`src/rtl/alu_operand_collector.sv`:
```
// Merges A/B operand beats into one registered ALU operation,
// issuing a partial operation when the partner beat times out.
module alu_operand_collector #(
  parameter int OP_WIDTH    = 8,
  parameter int CMD_WIDTH   = 4,
  parameter int TIMEOUT_CYC = 16
) (
  input  logic                 clk,
  input  logic                 RST,
  input  logic                 CE,
  input  logic                 op_valid,
  output logic                 op_ready,
  input  logic [1:0]           op_sel,
  input  logic                 op_mode,
  input  logic [CMD_WIDTH-1:0] op_cmd,
  input  logic [OP_WIDTH-1:0]  op_a,
  input  logic [OP_WIDTH-1:0]  op_b,
  input  logic                 op_cin,
  output logic [1:0]           INP_VALID,
  output logic                 MODE,
  output logic [CMD_WIDTH-1:0] CMD,
  output logic [OP_WIDTH-1:0]  OPA,
  output logic [OP_WIDTH-1:0]  OPB,
  output logic                 CIN,
  output logic                 issue,
  output logic                 timeout_err,
  output logic                 drop
);

  localparam int CW = $clog2(TIMEOUT_CYC + 1);
  localparam logic [CW-1:0] LAST = CW'(TIMEOUT_CYC - 1);

  typedef enum logic [1:0] {
    S_IDLE,
    S_WAIT_A,
    S_WAIT_B,
    S_ISSUE
  } state_t;

  state_t               state_q, state_d;
  logic [CW-1:0]        cnt_q, cnt_d;
  logic [OP_WIDTH-1:0]  a_q, a_d, b_q, b_d;
  logic                 mode_q, mode_d, cin_q, cin_d;
  logic [CMD_WIDTH-1:0] cmd_q, cmd_d;
  logic [1:0]           iv_q, iv_d;
  logic [OP_WIDTH-1:0]  opa_q, opa_d, opb_q, opb_d;
  logic                 omode_q, omode_d, ocin_q, ocin_d;
  logic [CMD_WIDTH-1:0] ocmd_q, ocmd_d;
  logic                 issue_q, issue_d;
  logic                 to_q, to_d;
  logic                 drop_q, drop_d;

  logic       acc;
  logic       go;
  logic       timed;
  logic [1:0] mask;

  assign op_ready = CE && !RST && (state_q != S_ISSUE);
  assign acc      = op_valid && op_ready;

  always_comb begin
    state_d = state_q;
    cnt_d   = cnt_q;
    a_d     = a_q;
    b_d     = b_q;
    mode_d  = mode_q;
    cmd_d   = cmd_q;
    cin_d   = cin_q;
    iv_d    = iv_q;
    opa_d   = opa_q;
    opb_d   = opb_q;
    omode_d = omode_q;
    ocmd_d  = ocmd_q;
    ocin_d  = ocin_q;
    issue_d = 1'b0;
    to_d    = 1'b0;
    drop_d  = 1'b0;
    go      = 1'b0;
    timed   = 1'b0;
    mask    = 2'b00;
    if (CE) begin
      unique case (state_q)
        S_IDLE: begin
          if (acc) begin
            unique case (op_sel)
              2'b11: begin
                a_d    = op_a;
                b_d    = op_b;
                mode_d = op_mode;
                cmd_d  = op_cmd;
                cin_d  = op_cin;
                go     = 1'b1;
                mask   = 2'b11;
              end
              2'b01: begin
                a_d     = op_a;
                mode_d  = op_mode;
                cmd_d   = op_cmd;
                cin_d   = op_cin;
                cnt_d   = '0;
                state_d = S_WAIT_B;
              end
              2'b10: begin
                b_d     = op_b;
                mode_d  = op_mode;
                cmd_d   = op_cmd;
                cin_d   = op_cin;
                cnt_d   = '0;
                state_d = S_WAIT_A;
              end
              default: drop_d = 1'b1;
            endcase
          end
        end
        S_WAIT_B: begin
          if (acc && op_sel[1]) begin
            b_d  = op_b;
            go   = 1'b1;
            mask = 2'b11;
          end else begin
            if (acc && op_sel == 2'b01) begin
              a_d    = op_a;
              mode_d = op_mode;
              cmd_d  = op_cmd;
              cin_d  = op_cin;
            end
            drop_d = acc && (op_sel == 2'b00);
            if (cnt_q == LAST) begin
              go    = 1'b1;
              timed = 1'b1;
              mask  = 2'b01;
            end else if (acc && op_sel == 2'b01) begin
              cnt_d = '0;
            end else begin
              cnt_d = cnt_q + CW'(1);
            end
          end
        end
        S_WAIT_A: begin
          if (acc && op_sel[0]) begin
            a_d  = op_a;
            go   = 1'b1;
            mask = 2'b11;
          end else begin
            if (acc && op_sel == 2'b10) begin
              b_d    = op_b;
              mode_d = op_mode;
              cmd_d  = op_cmd;
              cin_d  = op_cin;
            end
            drop_d = acc && (op_sel == 2'b00);
            if (cnt_q == LAST) begin
              go    = 1'b1;
              timed = 1'b1;
              mask  = 2'b10;
            end else if (acc && op_sel == 2'b10) begin
              cnt_d = '0;
            end else begin
              cnt_d = cnt_q + CW'(1);
            end
          end
        end
        default: state_d = S_IDLE;
      endcase
      // Uncollected operand pins keep their last issued value
      if (go) begin
        state_d = S_ISSUE;
        issue_d = 1'b1;
        to_d    = timed;
        iv_d    = mask;
        if (mask[0]) opa_d = a_d;
        if (mask[1]) opb_d = b_d;
        omode_d = mode_d;
        ocmd_d  = cmd_d;
        ocin_d  = cin_d;
      end
    end
  end

  always_ff @(posedge clk) begin
    if (RST) begin
      state_q <= S_IDLE;
      cnt_q   <= '0;
      a_q     <= '0;
      b_q     <= '0;
      mode_q  <= 1'b0;
      cmd_q   <= '0;
      cin_q   <= 1'b0;
      iv_q    <= 2'b00;
      opa_q   <= '0;
      opb_q   <= '0;
      omode_q <= 1'b0;
      ocmd_q  <= '0;
      ocin_q  <= 1'b0;
      issue_q <= 1'b0;
      to_q    <= 1'b0;
      drop_q  <= 1'b0;
    end else begin
      state_q <= state_d;
      cnt_q   <= cnt_d;
      a_q     <= a_d;
      b_q     <= b_d;
      mode_q  <= mode_d;
      cmd_q   <= cmd_d;
      cin_q   <= cin_d;
      iv_q    <= iv_d;
      opa_q   <= opa_d;
      opb_q   <= opb_d;
      omode_q <= omode_d;
      ocmd_q  <= ocmd_d;
      ocin_q  <= ocin_d;
      issue_q <= issue_d;
      to_q    <= to_d;
      drop_q  <= drop_d;
    end
  end

  assign INP_VALID   = iv_q;
  assign MODE        = omode_q;
  assign CMD         = ocmd_q;
  assign OPA         = opa_q;
  assign OPB         = opb_q;
  assign CIN         = ocin_q;
  assign issue       = issue_q;
  assign timeout_err = to_q;
  assign drop        = drop_q;

endmodule

```
`config.mk`:
```
export PLATFORM = sky130hd
export DESIGN_NAME = alu_operand_collector
export DESIGN_NICKNAME = d
export VERILOG_FILES = /design/src/rtl/alu_operand_collector.sv
export SDC_FILE = /design/constraint.sdc
export NUM_CORES = 1
export LEC_CHECK = 0
export CAP_MARGIN = 20
export CORE_ASPECT_RATIO = 0.6
export CORE_MARGIN = 1
export CORE_UTILIZATION = 47
export DETAILED_ROUTE_END_ITERATION = 16
export GPL_TIMING_DRIVEN = 0
export PLACE_DENSITY = 0.76
export SLEW_MARGIN = 20
export SYNTH_ARGS = -nofsm -noshare
export SYNTH_HDL_FRONTEND = slang
export SYNTH_SLANG_ARGS = --single-unit
```
`constraint.sdc`:
```
create_clock -name clk -period 2.1 [get_ports clk]
set_clock_uncertainty 0.05 [all_clocks]
set_input_delay 0.42 -clock clk [delete_from_list [all_inputs] [get_ports clk]]
set_output_delay 0.42 -clock clk [all_outputs]
set_load 0.05 [all_outputs]
```
; Word level (Yosys, flattened, before mapping)
; Index checks and enable logic that the tools add are counted.
[op_classes]
addsub = 1
eq_ne = 16
muxes = 70
bitwise = 2
n_reduce_logical = 24
[ops]
columns = operator, count
row1 = $mux 8, 10
row2 = $pmux 8 s3, 2
row3 = $mux 5, 8
row4 = $mux 1, 26
row5 = $mux 4, 6
row6 = $mux 2, 8
row7 = $pmux 5 s3, 1
row8 = $ne 2x2->1 const B, 7
row9 = $pmux 1 s3, 4
row10 = $pmux 4 s3, 1
row11 = $reduce_or 2->1, 5
row12 = $logic_and 1x1->1, 8
row13 = $pmux 2 s2, 2
row14 = $reduce_and 8->1, 1
row15 = $eq 2x2->1 const B, 3
row16 = $pmux 2 s3, 1
row17 = $reduce_and 3->1, 2
row18 = $reduce_or 3->1, 2
row19 = $add 5x1->5 const B, 1
row20 = $eq 5x4->1 const B, 1
row21 = $eq 2x1->1 const B, 2
row22 = $logic_not 2->1, 2
row23 = $ne 4x4->1 const B, 1
row24 = $reduce_and 4->1, 1
row25 = 7 further kinds, 8
[word_totals]
reg_bits = 56
input_bits = 28
out_inout_bits = 28

; Logic depth before layout (Yosys ltp)
[depth]
ltp_word = 10
ltp_mapped = 9
depth_no_buf = 8

; Least setup slack after synthesis
; Ideal clock, no wire load.
[synth_timing]
kind = register -> register
start = register state_q[0]
end = register opb_q[7], in the netlist OPB[7]
setup_time_ps = 137
arrival_ps = 1900
required_ps = 1913
path_slack_ps = 13
stages_incl_launch_ff = 7
cell_sequence = dfxtp_1 > ha_1 > nand4bb_2 > nor2_2 > mux2_1 > a221oi_1 > a311oi_1
[synth_between]
elab_chain_len = 8
word_cells_on_any_way = 25
cone_classes = 3 x eq/ne / 15 x mux / 7 x reduce/logical
[synth_lines]
columns = item, line
row1 = "start, declared", 40  ; state_t state_q, state_d;
row2 = "start signal, assigned", 199  ; state_q <= state_d;
row3 = $ne 2x2->1, 58  ; assign op_ready = CE && !RST && (state_q != S_ISSUE);
row4 = $logic_and 1x1->1, 58
row5 = $logic_and 1x1->1, 59  ; assign acc = op_valid && op_ready;
row6 = "$logic_and 1x1->1, on equally long branches", "140, 116"
row7 = "$mux 1, or another cell as far along", 140  ; if (acc && op_sel[0]) begin
row8 = $pmux 1 s3 / $pmux 2 s3 (equally long branches), 82  ; unique case (state_q)
row9 = $mux 1 / $mux 2 (equally long branches), 81  ; if (CE) begin
row10 = $reduce_and 3->1 (no line), n/a
row11 = "end signal, assigned", 208  ; opb_q <= opb_d;
row12 = "end, declared", 46  ; logic [OP_WIDTH-1:0] opa_q, opa_d, opb_q, opb_d;
; Several ways; a longest one is shown, not always the timed one. The select of a mux whose other input is x is not followed.
; A chain may end at the register's enable or synchronous reset.

; Worst setup path in the final report
[layout_timing]
start = register state_q[1]
end = register opb_q[5], in the netlist OPB[5]
; Same word-level chain as after synthesis.

==> flow_summary.yaml <==
synth:
  synth_top_family_by_area: "compound AO/OA/AOI/OAI gates"
  synthAdderAreaFrac_pct: 4.89
  async_flop_share_pct: 0
  muxShareOfSynthArea_pct: 5.10
  synth.most_common_cell: "dfxtp_1"
  synth_area_sq_mm: 0.00307
  ys_seq_elements: 56
  syn-num-nets: 377
  synth_top_cells_by_count: "56 x dfxtp_1, 30 x nand2_1, 23 x nor2_1"
  yosysWarnings: 0
  synth_compound_area_share_pct: 30.8
  synth_area_leaders: "dfxtp_1 37%, a221oi_1 5.7%, ha_1 4.9%"
  synth_top_area_share_pct: 36.5
  synth.largest_area_cell: "dfxtp_1"
  synth_area_per_cell_sq_um: 9.11
  yosys.area_share.simple_pct: 17.8
  synthCells: 337
  synth.distinct_cells: 57
  synth_seq_area_share_pct: 36.5
  synth_xor_area_share_pct: 0
  synth-main-ff-cell: "dfxtp_1"
  synth_edf_count: 0
grt:
  grt_max_degree: 17
  overflow: 0
  grtUsageTotal_pct: 28.3
  antenna_found_initial: 0
  grt_pass1_vias: 3019
  grt_pass1_wl_mm: 15.0
timing:
  slew_headroom_pct: 47.8
  period_share_pct: 110
  drv_slew: 0
  finalCriticalPeriod_ns: 2.31
  hold_viol: 0
  worst_pin_slew_ns: 0.780
  finalSetupViolCount: 25
  fmax_mhz: 432
  rsz0062_at_grt: "yes"
  tns_ns: -2.06
  setup_ws_ns: -0.214
min_path:
  hp-class: "flop to flop"
  hold_end: "cnt_q[4]"
  min-delay-start: "cnt_q[4]"
  min_path_cells: 2
routing:
  highest_layer: "met4"
  wl_per_cell_um: 21.2
  dr_wl_met2_mm: 4.72
  wl_met1_mm: 4.61
  vias_per_cell: 6.47
  num_vias: 3356
  antenna_left: 0
  drtIter0Drc: 338
  dr.pass1.iters: 5
  drcViolationCount: 0
  wirelength_mm: 11.0
  wl_met3_mm: 1.18
setup_path:
  rrSetupSlack_ns: -0.21
  critPathLaunchType: "flop"
  r2r_cells: 10
  setup.worst_path.start: "state_q[1]"
  worstReg2RegStart: "state_q[1]"
  worstSetupPathType: "flop to flop"
  cp.required_ns: 2.24
  path_max_fanout: 9
  crit_arrival_ns: 2.45
  rr_endpoint: "OPB[5]"
  worstSetupEndpointType: "flop"
final_layout:
  fin_nets: 475
  drive_above_1_share_pct: 33.1
  area_delta_synth_final_pct: 49.9
  diodes: 0
  finish.instance_area_sq_mm: 0.00460
  fillers: 413
  finalNonFillerCells: 519
  multiInputGateArea_sq_mm: 0.00221
  final-seq-area_sq_mm: 0.00113
place:
  dp_cells: 476
  placed_area_sq_mm: 0.00372
  gp_congestion: 0.967
  io_buffers: 55
  dp_hpwl_mm: 6.30
floorplanning:
  fp.dieW_um: 106
  start_util_pct: 49.6
  dieArea_sq_mm: 0.00687
  row_count: 22
  coreArea_sq_mm: 0.00619
  fp.dieH_um: 64.6
  io_pins: 56
status:
  status: "finished with violations"
  failed_checks: "negative setup slack"
clock_network:
  cts.sinks: 56
  clockBufferDepth: 2
  clock_latency_ns: 0.32
  clkTransAtPathRegs_ns: 0.11
  cts_buffers: 5
  root_buffer: "clkbuf_8"
  cts_tree: "built"
  htree_levels: 2
power:
  p_per_area_mw_per_mm2: 670
  power.leakage_nw: 1.70
  vdd_drop_max_mv: 0.453
flow_run:
  cap_violations: 0
## layout make-up
type / instances / share of cell area [%]
plain buffers: 14 / 2.75
clock buffers: 5 / 1.50
clock inverters: 2 / 0.272
inverters: 16 / 1.31
multi-input cells: 250 / 48.0
flip-flops and latches: 56 / 24.6
well taps: 84 / 2.28
repair buffers: 92 / 19.3
## sequential cells by signal, summed over array words and instances, names as in the netlist
| signal | cells |
|---|---|
| a_q | 8 |
| mode_q | 1 |
| MODE | 1 |
| drop | 1 |
| cmd_q | 4 |
| CMD | 4 |
| b_q | 8 |
| CIN | 1 |
| timeout_err | 1 |
| state_q | 2 |
| OPB | 8 |
| OPA | 8 |
| cnt_q | 5 |
| cin_q | 1 |
| INP_VALID | 2 |
| issue | 1 |
## stage by stage
| step | total power, mW | utilization [%] | worst slack [ns] | hold slack (ns) |
|---|---|---|---|---|
| after floorplan | 1.70 | - | 0.0127 | 0.382 |
| after global placement | 1.93 | 60.1 | -1.05 | 0.389 |
| after detailed placement | 1.95 | 60.1 | -1.06 | 0.400 |
| after CTS | 2.72 | 67.8 | -0.0286 | 0.413 |
| after global routing | 3.18 | 74.3 | -0.223 | 0.448 |
| final | 3.08 | 74.3 | -0.214 | 0.415 |
## kinds of logic after synthesis
kind of cell / count (synthesis)
buffers and inverters: 31
DFF: 56
muxes: 14
and+or+nand+nor: 104
AOI/OAI and AO/OA: 120
adders and majority gates: 12
## where the power goes
group | leakage [nW] | total [mW] | switching, mW | internal (mW)
registers | 0.455 | 1.15 | 0.0416 | 1.10
logic | 1.20 | 1.33 | 0.789 | 0.543
clock network | 0.0400 | 0.605 | 0.377 | 0.228
total | 1.70 | 3.08 | 1.21 | 1.88
## worst max-delay path, stage by stage, from the launching register on
cell      delay (ns)
dfxtp_4         0.40
inv_2           0.07
ha_2            0.19
buf_8           0.14
a222oi_1        0.43
buf_4           0.22
buf_4           0.12
o21ai_4         0.08
buf_4           0.18
a21oi_1         0.20
nor3_1          0.10
## what timing repair did
action	4_1_cts	5_1_grt
pin swaps	17	29
setup endpoints to repair	57	55
setup buffers	17	19
resized for setup	81	53
hold buffers	0	0
gates cloned	1	0
## per-layer routing
metal / vias up / GRT usage, %
met5: - / 0
met4: 0 / 11.6
met3: 63 / 7.24
met2: 244 / 44.0
met1: 1562 / 37.5
li1: 1487 / -
## cells in the final DEF (no fill, tap or decap), drive strengths merged, types with 3 or more instances in the layout
cell / Yosys / layout
nand2: 30 / 30
nand3: 7 / 7
dlygate4sd2: 0 / 3
a22oi: 11 / 11
a211oi: 9 / 9
o21ai: 23 / 23
inv: 16 / 16
o2111ai: 3 / 3
o32ai: 4 / 4
nand3b: 3 / 3
and3: 3 / 3
a22o: 7 / 7
mux2: 13 / 13
a21oi: 22 / 22
clkdlybuf4s50: 0 / 49
nor2: 24 / 24
or3: 3 / 3
ha: 12 / 12
nor3: 16 / 16
clkbuf: 9 / 15
nand2b: 4 / 4
a31oi: 7 / 7
dfxtp: 56 / 56
a21o: 3 / 3
buf: 6 / 44
a221oi: 20 / 20
## worst max path at each step
| stage | end | slack [ns] |
|---|---|---|
| after floorplan | OPB[7] | 0.01 |
| after global placement | op_ready | -1.05 |
| after detailed placement | op_ready | -1.06 |
| after CTS | OPA[1] | -0.03 |
| after global routing | OPB[3] | -0.22 |
| final | OPB[5] | -0.21 |
(Power assumes the default switching activity.)
